## config.mk

```make
export PLATFORM = sky130hd
export DESIGN_NAME = cpu15_seq_ctrl
export DESIGN_NICKNAME = d
export VERILOG_FILES = /design/src/rtl/cpu15_pkg.sv /design/src/rtl/cpu15_sat_cnt.sv /design/src/rtl/cpu15_seq_ctrl.sv
export SDC_FILE = /design/constraint.sdc
export NUM_CORES = 1
export LEC_CHECK = 0
export CAP_MARGIN = 20
export CORE_AREA = 2 2 74 76
export DETAILED_ROUTE_END_ITERATION = 12
export DIE_AREA = 0 0 76 78
export HOLD_SLACK_MARGIN = 0.02
export PLACE_DENSITY = 0.77
export SYNTH_ARGS = -nofsm -noshare
export SYNTH_HDL_FRONTEND = slang
export SYNTH_SLANG_ARGS = --single-unit
```

## constraint.sdc

```tcl
create_clock -name CLK -period 4.25 [get_ports CLK]
set_input_delay 0.85 -clock CLK [delete_from_list [all_inputs] [get_ports CLK]]
set_output_delay 0.85 -clock CLK [all_outputs]
set_load 0.01 [all_outputs]
```

## src/rtl/cpu15_pkg.sv

```systemverilog
// Shared constants for the cpu15 run-control logic: opcodes, sequencer states and phases.
package cpu15_pkg;

  localparam logic [3:0] OP_NOP = 4'h0;
  localparam logic [3:0] OP_HLT = 4'hF;

  typedef enum logic [2:0] {
    ST_IDLE  = 3'd0,
    ST_RUN   = 3'd1,
    ST_STEP  = 3'd2,
    ST_HALT  = 3'd3,
    ST_BREAK = 3'd4
  } state_e;

  typedef enum logic [1:0] {
    PH_FT = 2'd0,
    PH_DC = 2'd1,
    PH_EX = 2'd2,
    PH_WB = 2'd3
  } phase_e;

endpackage

```

## src/rtl/cpu15_sat_cnt.sv

```systemverilog
// Saturating up-counter with synchronous clear; holds at all-ones instead of wrapping.
module cpu15_sat_cnt
  import cpu15_pkg::*;
#(
  parameter int W = 16
) (
  input  logic         CLK,
  input  logic         RESET,
  input  logic         CLR,
  input  logic         INC,
  output logic [W-1:0] CNT
);

  logic [W-1:0] r_cnt;
  logic         w_full;

  assign w_full = &r_cnt;

  always_ff @(posedge CLK or posedge RESET) begin
    if (RESET)                r_cnt <= '0;
    else if (CLR)             r_cnt <= '0;
    else if (INC && !w_full)  r_cnt <= r_cnt + {{(W-1){1'b0}}, 1'b1};
  end

  assign CNT = r_cnt;

endmodule

```

## src/rtl/cpu15_seq_ctrl.sv

```systemverilog
// cpu15 run-control sequencer: 4-phase one-hot stage enables, free-run/step/halt/breakpoint
// control and saturating cycle/instruction counters.
module cpu15_seq_ctrl
  import cpu15_pkg::*;
#(
  parameter int PC_W  = 8,
  parameter int CNT_W = 16
) (
  input  logic             CLK,
  input  logic             RESET,
  input  logic             RUN,
  input  logic             STEP,
  input  logic             CLR,
  input  logic             BRK_EN,
  input  logic [PC_W-1:0]  BRK_ADDR,
  input  logic [3:0]       OP_CODE,
  input  logic [PC_W-1:0]  P_COUNT,
  output logic             EN_FT,
  output logic             EN_DC,
  output logic             EN_EX,
  output logic             EN_WB,
  output logic [2:0]       STATE,
  output logic             HALTED,
  output logic [CNT_W-1:0] CYCLE_CNT,
  output logic [CNT_W-1:0] INSTR_CNT
);

  state_e r_state, w_state_nxt;
  phase_e r_phase;
  logic   r_step_q, r_run_q, r_hlt_seen;
  logic   w_active, w_step_edge, w_run_rise, w_wb_end, w_brk_hit;

  assign w_active    = (r_state == ST_RUN) || (r_state == ST_STEP);
  assign w_step_edge = STEP && !r_step_q;
  assign w_run_rise  = RUN && !r_run_q;
  assign w_wb_end    = w_active && (r_phase == PH_WB);
  assign w_brk_hit   = BRK_EN && (P_COUNT == BRK_ADDR);

  // Enables decode registers only, so no combinational input-to-enable path exists.
  assign EN_FT  = w_active && (r_phase == PH_FT);
  assign EN_DC  = w_active && (r_phase == PH_DC);
  assign EN_EX  = w_active && (r_phase == PH_EX);
  assign EN_WB  = w_wb_end;
  assign STATE  = r_state;
  assign HALTED = (r_state == ST_HALT);

  always_comb begin
    w_state_nxt = r_state;
    unique case (r_state)
      ST_IDLE: begin
        if (RUN)              w_state_nxt = ST_RUN;
        else if (w_step_edge) w_state_nxt = ST_STEP;
      end
      ST_RUN: begin
        if (w_wb_end) begin
          if (r_hlt_seen)     w_state_nxt = ST_HALT;
          else if (w_brk_hit) w_state_nxt = ST_BREAK;
          else if (!RUN)      w_state_nxt = ST_IDLE;
        end
      end
      ST_STEP: begin
        if (w_wb_end)         w_state_nxt = r_hlt_seen ? ST_HALT : ST_IDLE;
      end
      ST_HALT:                w_state_nxt = ST_HALT;
      ST_BREAK: begin
        // A held RUN must not resume from a breakpoint; only a fresh rising edge does.
        if (w_step_edge)      w_state_nxt = ST_STEP;
        else if (w_run_rise)  w_state_nxt = ST_RUN;
      end
      default:                w_state_nxt = ST_IDLE;
    endcase
    if (CLR) w_state_nxt = ST_IDLE;
  end

  always_ff @(posedge CLK or posedge RESET) begin
    if (RESET) begin
      r_state    <= ST_IDLE;
      r_phase    <= PH_FT;
      r_step_q   <= 1'b0;
      r_run_q    <= 1'b0;
      r_hlt_seen <= 1'b0;
    end else begin
      r_state  <= w_state_nxt;
      r_step_q <= STEP;
      r_run_q  <= RUN;
      if (CLR || !w_active) r_phase <= PH_FT;
      else                  r_phase <= phase_e'(r_phase + 2'd1);
      if (CLR || w_wb_end)                r_hlt_seen <= 1'b0;
      else if (EN_EX && OP_CODE == OP_HLT) r_hlt_seen <= 1'b1;
    end
  end

  cpu15_sat_cnt #(.W(CNT_W)) u_cycle_cnt (
    .CLK   (CLK),
    .RESET (RESET),
    .CLR   (CLR),
    .INC   (w_active),
    .CNT   (CYCLE_CNT)
  );

  cpu15_sat_cnt #(.W(CNT_W)) u_instr_cnt (
    .CLK   (CLK),
    .RESET (RESET),
    .CLR   (CLR),
    .INC   (w_wb_end),
    .CNT   (INSTR_CNT)
  );

endmodule
```

==> out/qor.yml, run 1 <==
clock_network:
  cts_tree: "done"
  insertion_delay_ns: 0.30
  cts_buffers: 5
  cts.htree.levels: 2
  clkSinkCount: 40
  post_cts_buffers: 0
  clk_pin_slew_ns: 0.08
  ctsResizeCount: 0
  cts_root_buffer: "clkbuf_8"
  clock_tree.buffer_depth: 2
  postCtsHoldBufs: 0
detailed_routing:
  drt_iter0_drc: 132
  drc: 0
  drt-total-wl_mm: 5.39
  drtPass1Iterations: 4
  vias: 2073
  viasPerCell: 5.33
  postRouteAntennaNets: 0
  avgRoutedWirePerCell_um: 13.9
die:
  num_rows: 26
  core-area_um2: 5040
  die-area_um2: 5930
  num_io_pins: 66
  die_w_um: 76
  initial_core_util: 0.466
  dieHeight_um: 78
worst_setup_path:
  cp-end-kind: "output port"
  worst-path-max-fanout: 10
  path_class: "reg -> out"
  crit_arrival_ns: 2.26
  worstPathRequired_ns: 3.40
  crit_path_start_kind: "flop"
grt:
  grt_pass1_wl_mm: 9.40
  grt_pass1_vias: 2016
  grt_overflow: 0
  gr-usage-all-layers: 0.193
  grt_max_degree: 39
  antenna_found_initial: 0
timing:
  worst_slew_pin_slew_ns: 0.922
  max-slew-margin-rel: 0.385
  drv_slew: 0
  period_share: 0.731
  setup_tns_ns: 0
  grt_setup_unrepaired: "false"
  min_period_ns: 3.11
  final-setup-viol-count: 0
  worst_clock_skew_ns: 0.00737
  max_freq_ghz: 0.322
  hold_viol: 0
layout:
  multiInputGateArea_um2: 1270
  area_growth_syn_to_layout_pct: 34.3
  seqCellArea_um2: 1000
  fin_nets: 350
  drive_gt1_frac: 0.0564
  fillers: 428
  antenna_cells: 0
  stdcell_area_um2: 3150
placement:
  io_buffers: 65
  gp_congestion: 0.857
  hpwl_mm: 3.98
  placed_cell_area_um2: 3060
synthesis:
  synthTopCellsByCount: "dfrtp_1, nor2_1, xnor2_1, nand2_1, xor2_1"
  synth_edf_count: 0
  ys_types: 41
  yosys.area.top_type: "dfrtp_1"
  ys_seq_elements: 40
  synthCells: 253
  syn_nets: 285
  ys_top_cells_by_area: "dfrtp_1, xnor2_1, nor2_1"
  syn-cell-area_um2: 2350
  yosys.area.top_type_share: 0.426
  seq_area_frac_synth: 0.426
  avgSynthCellArea_um2: 9.28
  synth-async-reset-ratio: 1.00
  synth_warnings: 0
  ys.flop_type: "dfrtp_1"
power:
  ir_drop_mv: 0.217
  power.density_nw_per_um2: 323
  p_leak_nw: 1.26
hold_path:
  hp-class: "reg -> reg"
run_status:
  status: "finished clean"
run:
  max_cap_viol_count: 0
## cells by family (layout without fill, tap and decap cells)
group,count (synthesis),in the layout,synth area share
AND/OR/NAND/NOR,130,130,0.303
flip-flops,40,40,0.426
XOR/XNOR,35,35,0.131
AO/OA/AOI/OAI,22,22,0.0634
buffers and inverters,17,83,0.0314
adder cells (fa/ha/maj),7,7,0.0362
multiplexers,2,2,0.00906
## flip-flops by register name (all words and copies together), names as in the netlist
signal,flops
STATE,3
r_hlt_seen,1
r_phase,2
r_run_q,1
r_step_q,1
u_cycle_cnt.CNT,16
u_instr_cnt.CNT,16
## stage by stage
stage               setup WS [ns]   util  std cells  total power [W]  hold WS, ns
finish                       1.14  0.626        389          0.00102        0.524
global route                0.952  0.626        389          0.00109        0.549
CTS                          1.15  0.626        389          0.00103        0.522
detailed placement           1.50  0.607        381         0.000769        0.511
global placement             1.55  0.607        381         0.000762        0.479
floorplan                    2.18      -        253         0.000645        0.457
## placed cells by master, fill, tap and decap left out, types with 3 or more instances in the layout
cell type        instances
nand4_1                 10
nand3_1                 12
inv_1                    7
clkdlybuf4s50_1         65
and3_1                  12
xor2_1                  15
nor4_1                   5
buf_4                    3
nor3_1                   5
clkbuf_8                 5
nand2_1                 16
dfrtp_1                 40
a211oi_1                 4
nand3b_1                 3
o21ai_0                  3
xnor2_1                 20
and4_1                   7
nor2_1                  40
a21oi_1                  8
nor2b_1                  4
ha_1                     6
## cell type report
| cell class | instances | share of cell area |
|---|---|---|
| clock buffer | 5 | 0.0218 |
| multi-input combinational | 196 | 0.404 |
| sequential | 40 | 0.317 |
| timing repair buffer | 68 | 0.213 |
| inverter | 7 | 0.00833 |
| tap | 70 | 0.0278 |
| clock inverter | 3 | 0.00754 |
## worst max-delay path, stage by stage (launching register included)
cell and delay, ns:
dfrtp_1 0.53, xor2_1 0.46, nand3_1 0.28, inv_1 0.14, clkdlybuf4s50_1 0.55
## final timing paths
kind	from	end	slack, ns	cells after the start
worst max-delay path	STATE[0]	EN_WB	1.14	4
worst min-delay path	r_phase[0]	r_phase[0]	0.52	1
worst max register to register	u_cycle_cnt.CNT[0]	u_cycle_cnt.CNT[11]	2.20	6
worst min register to register	r_phase[0]	r_phase[0]	0.52	1
max in group asynchronous	RESET	u_cycle_cnt.CNT[7]	2.44	3
min in group asynchronous	RESET	u_instr_cnt.CNT[1]	1.05	2
## layer usage
metal | track usage | wire length [µm] | vias up | part of all wire
met5 | 0 | 0 | - | 0
met4 | 0.0600 | 68 | 0 | 0.013
li1 | - | - | 1020 | -
met3 | 0.0465 | 319 | 9 | 0.059
met2 | 0.321 | 2580 | 65 | 0.48
met1 | 0.251 | 2430 | 979 | 0.45
## power by group
group | internal, W | leakage, nW | switching [W]
combinational | 0.000148 | 0.673 | 0.000169
sequential | 0.000402 | 0.551 | 0.0000437
clock | 0.000116 | 0.0404 | 0.000140
total | 0.000667 | 1.26 | 0.000353
No activity file was read; power rests on OpenSTA's default activity.
==> inputs of run 2 (changes only) <==
- clock period: 4.25 -> 3.1 ns (I/O delays scaled with it)
==> run 2 against run 1 <==
Against the previous run:
- clock power increased by 72%
- clock skew grew 0.0020 ns
- power is 46% higher
- via count is 0.58% higher
- non-clock buffer count did not move
- highest routed layer unchanged
- cell count is the same
- first-iteration DRC count shrank 16%
- largest cell class unchanged
==> out/qor.yml, run 2 (same netlist as run 1, synthesis figures left out) <==
clock_network:
  post_cts_buffers: 0  # unchanged
  postCtsHoldBufs: 0  # unchanged
  clkSinkCount: 40  # unchanged
  ctsResizeCount: 0  # unchanged
  cts.htree.levels: 2  # unchanged
  cts_tree: "done"  # unchanged
  clk_pin_slew_ns: 0.08  # about the same
  insertion_delay_ns: 0.30  # about the same
  cts_root_buffer: "clkbuf_8"  # unchanged
  cts_buffers: 5  # unchanged
  clock_tree.buffer_depth: 2  # unchanged
detailed_routing:
  postRouteAntennaNets: 0  # unchanged
  drtPass1Iterations: 4  # unchanged
  vias: 2085  # was 2073
  drc: 0  # unchanged
  avgRoutedWirePerCell_um: 14.0  # was 13.9 µm
  viasPerCell: 5.36  # was 5.33
  drt_iter0_drc: 111  # was 132
  drt-total-wl_mm: 5.46  # was 5.39 mm
grt:
  grt_pass1_wl_mm: 9.55  # was 9.40 mm
  grt_pass1_vias: 2063  # was 2016
  gr-usage-all-layers: 0.196  # was 0.193
  antenna_found_initial: 0  # unchanged
  grt_max_degree: 41  # was 39
  grt_overflow: 0  # unchanged
worst_setup_path:
  cp-end-kind: "output port"  # unchanged
  worst-path-max-fanout: 10  # unchanged
  path_class: "reg -> out"  # unchanged
  crit_arrival_ns: 2.22  # was 2.26 ns
  crit_path_start_kind: "flop"  # unchanged
  rrSetupSlack_ns: 1.06  # was 2.20 ns
  worstPathRequired_ns: 2.48  # was 3.40 ns
power:
  p_leak_nw: 1.28  # was 1.26 nW
  power.density_nw_per_um2: 469  # was 323 nW/µm²
  p_int_w: 0.000998  # was 0.000667 W
  seq_power_share: 0.410  # was 0.438
  ir_drop_mv: 0.369  # was 0.217 mV
  power.switching_w: 0.000493  # was 0.000353 W
  combPwrFrac: 0.295  # was 0.311
  swShare: 0.331  # was 0.346
  p_clk_frac: 0.295  # was 0.251
timing:
  max_freq_ghz: 0.352
  layout_setup_ws_ns: 0.263  # was 1.14 ns
  period_share: 0.915
  hold_viol: 0  # unchanged
  worst_clock_skew_ns: 0.00934  # was 0.00737 ns
  final-setup-viol-count: 0  # unchanged
  drv_slew: 0  # unchanged
  setup_tns_ns: 0  # unchanged
  grt_setup_unrepaired: "false"  # unchanged
  min_period_ns: 2.84
  max-slew-margin-rel: 0.564  # was 0.385
  worst_slew_pin_slew_ns: 0.651  # was 0.922 ns
die:
  die-area_um2: 5930  # unchanged
  num_rows: 26  # unchanged
  core-area_um2: 5040  # unchanged
  num_io_pins: 66  # unchanged
  die_w_um: 76  # unchanged
  dieHeight_um: 78  # unchanged
  initial_core_util: 0.466  # unchanged
layout:
  area_growth_syn_to_layout_pct: 35.3  # was 34.3%
  final_common_cell: "clkdlybuf4s50_1"  # unchanged
  drive_gt1_frac: 0.0564  # unchanged
  fin_nets: 350  # unchanged
  mostFrequentLayoutCells: "clkdlybuf4s50_1, dfrtp_1, nor2_1, xnor2_1, nand2_1"  # unchanged
  antenna_cells: 0  # unchanged
  final_cell_count_no_fill: 389  # unchanged
placement:
  gp_congestion: 0.808  # was 0.857
  post-place-ws_ns: 0.632  # was 1.50 ns
  hpwl_mm: 3.92  # was 3.98 mm
  io_buffers: 65  # unchanged
  dp.cells: 381  # unchanged
hold_path:
  hp-class: "reg -> reg"  # unchanged
run:
  max_cap_viol_count: 0  # unchanged
run_status:
  status: "finished clean"  # unchanged
-- run 2: cell count changes in the layout (fill, tap and decap cells not counted), sizes merged --
cell      delta
bufinv       +1
clkinvlp     -2
clkinv       +1
-- run 2: final timing paths --
path                       startpoint                  end  cells after the start
setup / recovery             STATE[0]                EN_WB                      4
hold / removal             r_phase[0]           r_phase[0]                      1
setup reg to reg             STATE[0]  u_cycle_cnt.CNT[14]                      5
hold reg to reg            r_phase[0]           r_phase[0]                      1
max in group asynchronous       RESET   u_instr_cnt.CNT[6]                      3
min in group asynchronous       RESET  u_cycle_cnt.CNT[11]                      3
-- run 2: per-stage QoR --
step,hold slack (ns),power (W),cell area (µm²),utilization
4_1_cts,0.513,0.00150,3180,0.630
5_1_grt,0.539,0.00157,3180,0.630
2_1_floorplan,0.457,0.000884,2350,-
3_5_place_dp,0.502,0.00106,3060,0.607
6_report,0.504,0.00149,3180,0.630
3_3_place_gp,0.479,0.00104,3060,0.607
-- run 2: power groups by stage --
stage	Clock, W	Combinational [W]	Sequential, W
finish	0.000440	0.000440	0.000611
global route	0.000469	0.000483	0.000620
CTS	0.000445	0.000440	0.000611
detailed placement	0	0.000440	0.000620
global placement	0	0.000430	0.000615
floorplan	0	0.000287	0.000598
-- run 2: per-layer routing --
| metal | wire, µm | part of all wire | vias up | global-route usage |
|---|---|---|---|---|
| li1 | - | - | 1020 | - |
| met5 | 0 | 0 | - | 0 |
| met1 | 2480 | 0.45 | 994 | 0.258 |
| met2 | 2610 | 0.48 | 63 | 0.329 |
| met4 | 54 | 0.0099 | 0 | 0.0509 |
| met3 | 318 | 0.058 | 8 | 0.0430 |
-- run 2: cell type report --
| cell class | instances | area, µm² |
|---|---|---|
| tap | 70 | 87.6 |
| sequential | 40 | 1000 |
| timing repair buffer | 68 | 673 |
| clock inverter | 3 | 47.5 |
| inverter | 7 | 26.3 |
| multi-input combinational | 196 | 1270 |
| fill | 426 | 1860 |
| clock buffer | 5 | 68.8 |
-- run 2: critical path, stage by stage (launching register included) --
cell             delay [ns]
dfrtp_1                0.55
xor2_1                 0.45
nand3_1                0.25
inv_1                  0.13
clkdlybuf4s50_1        0.54
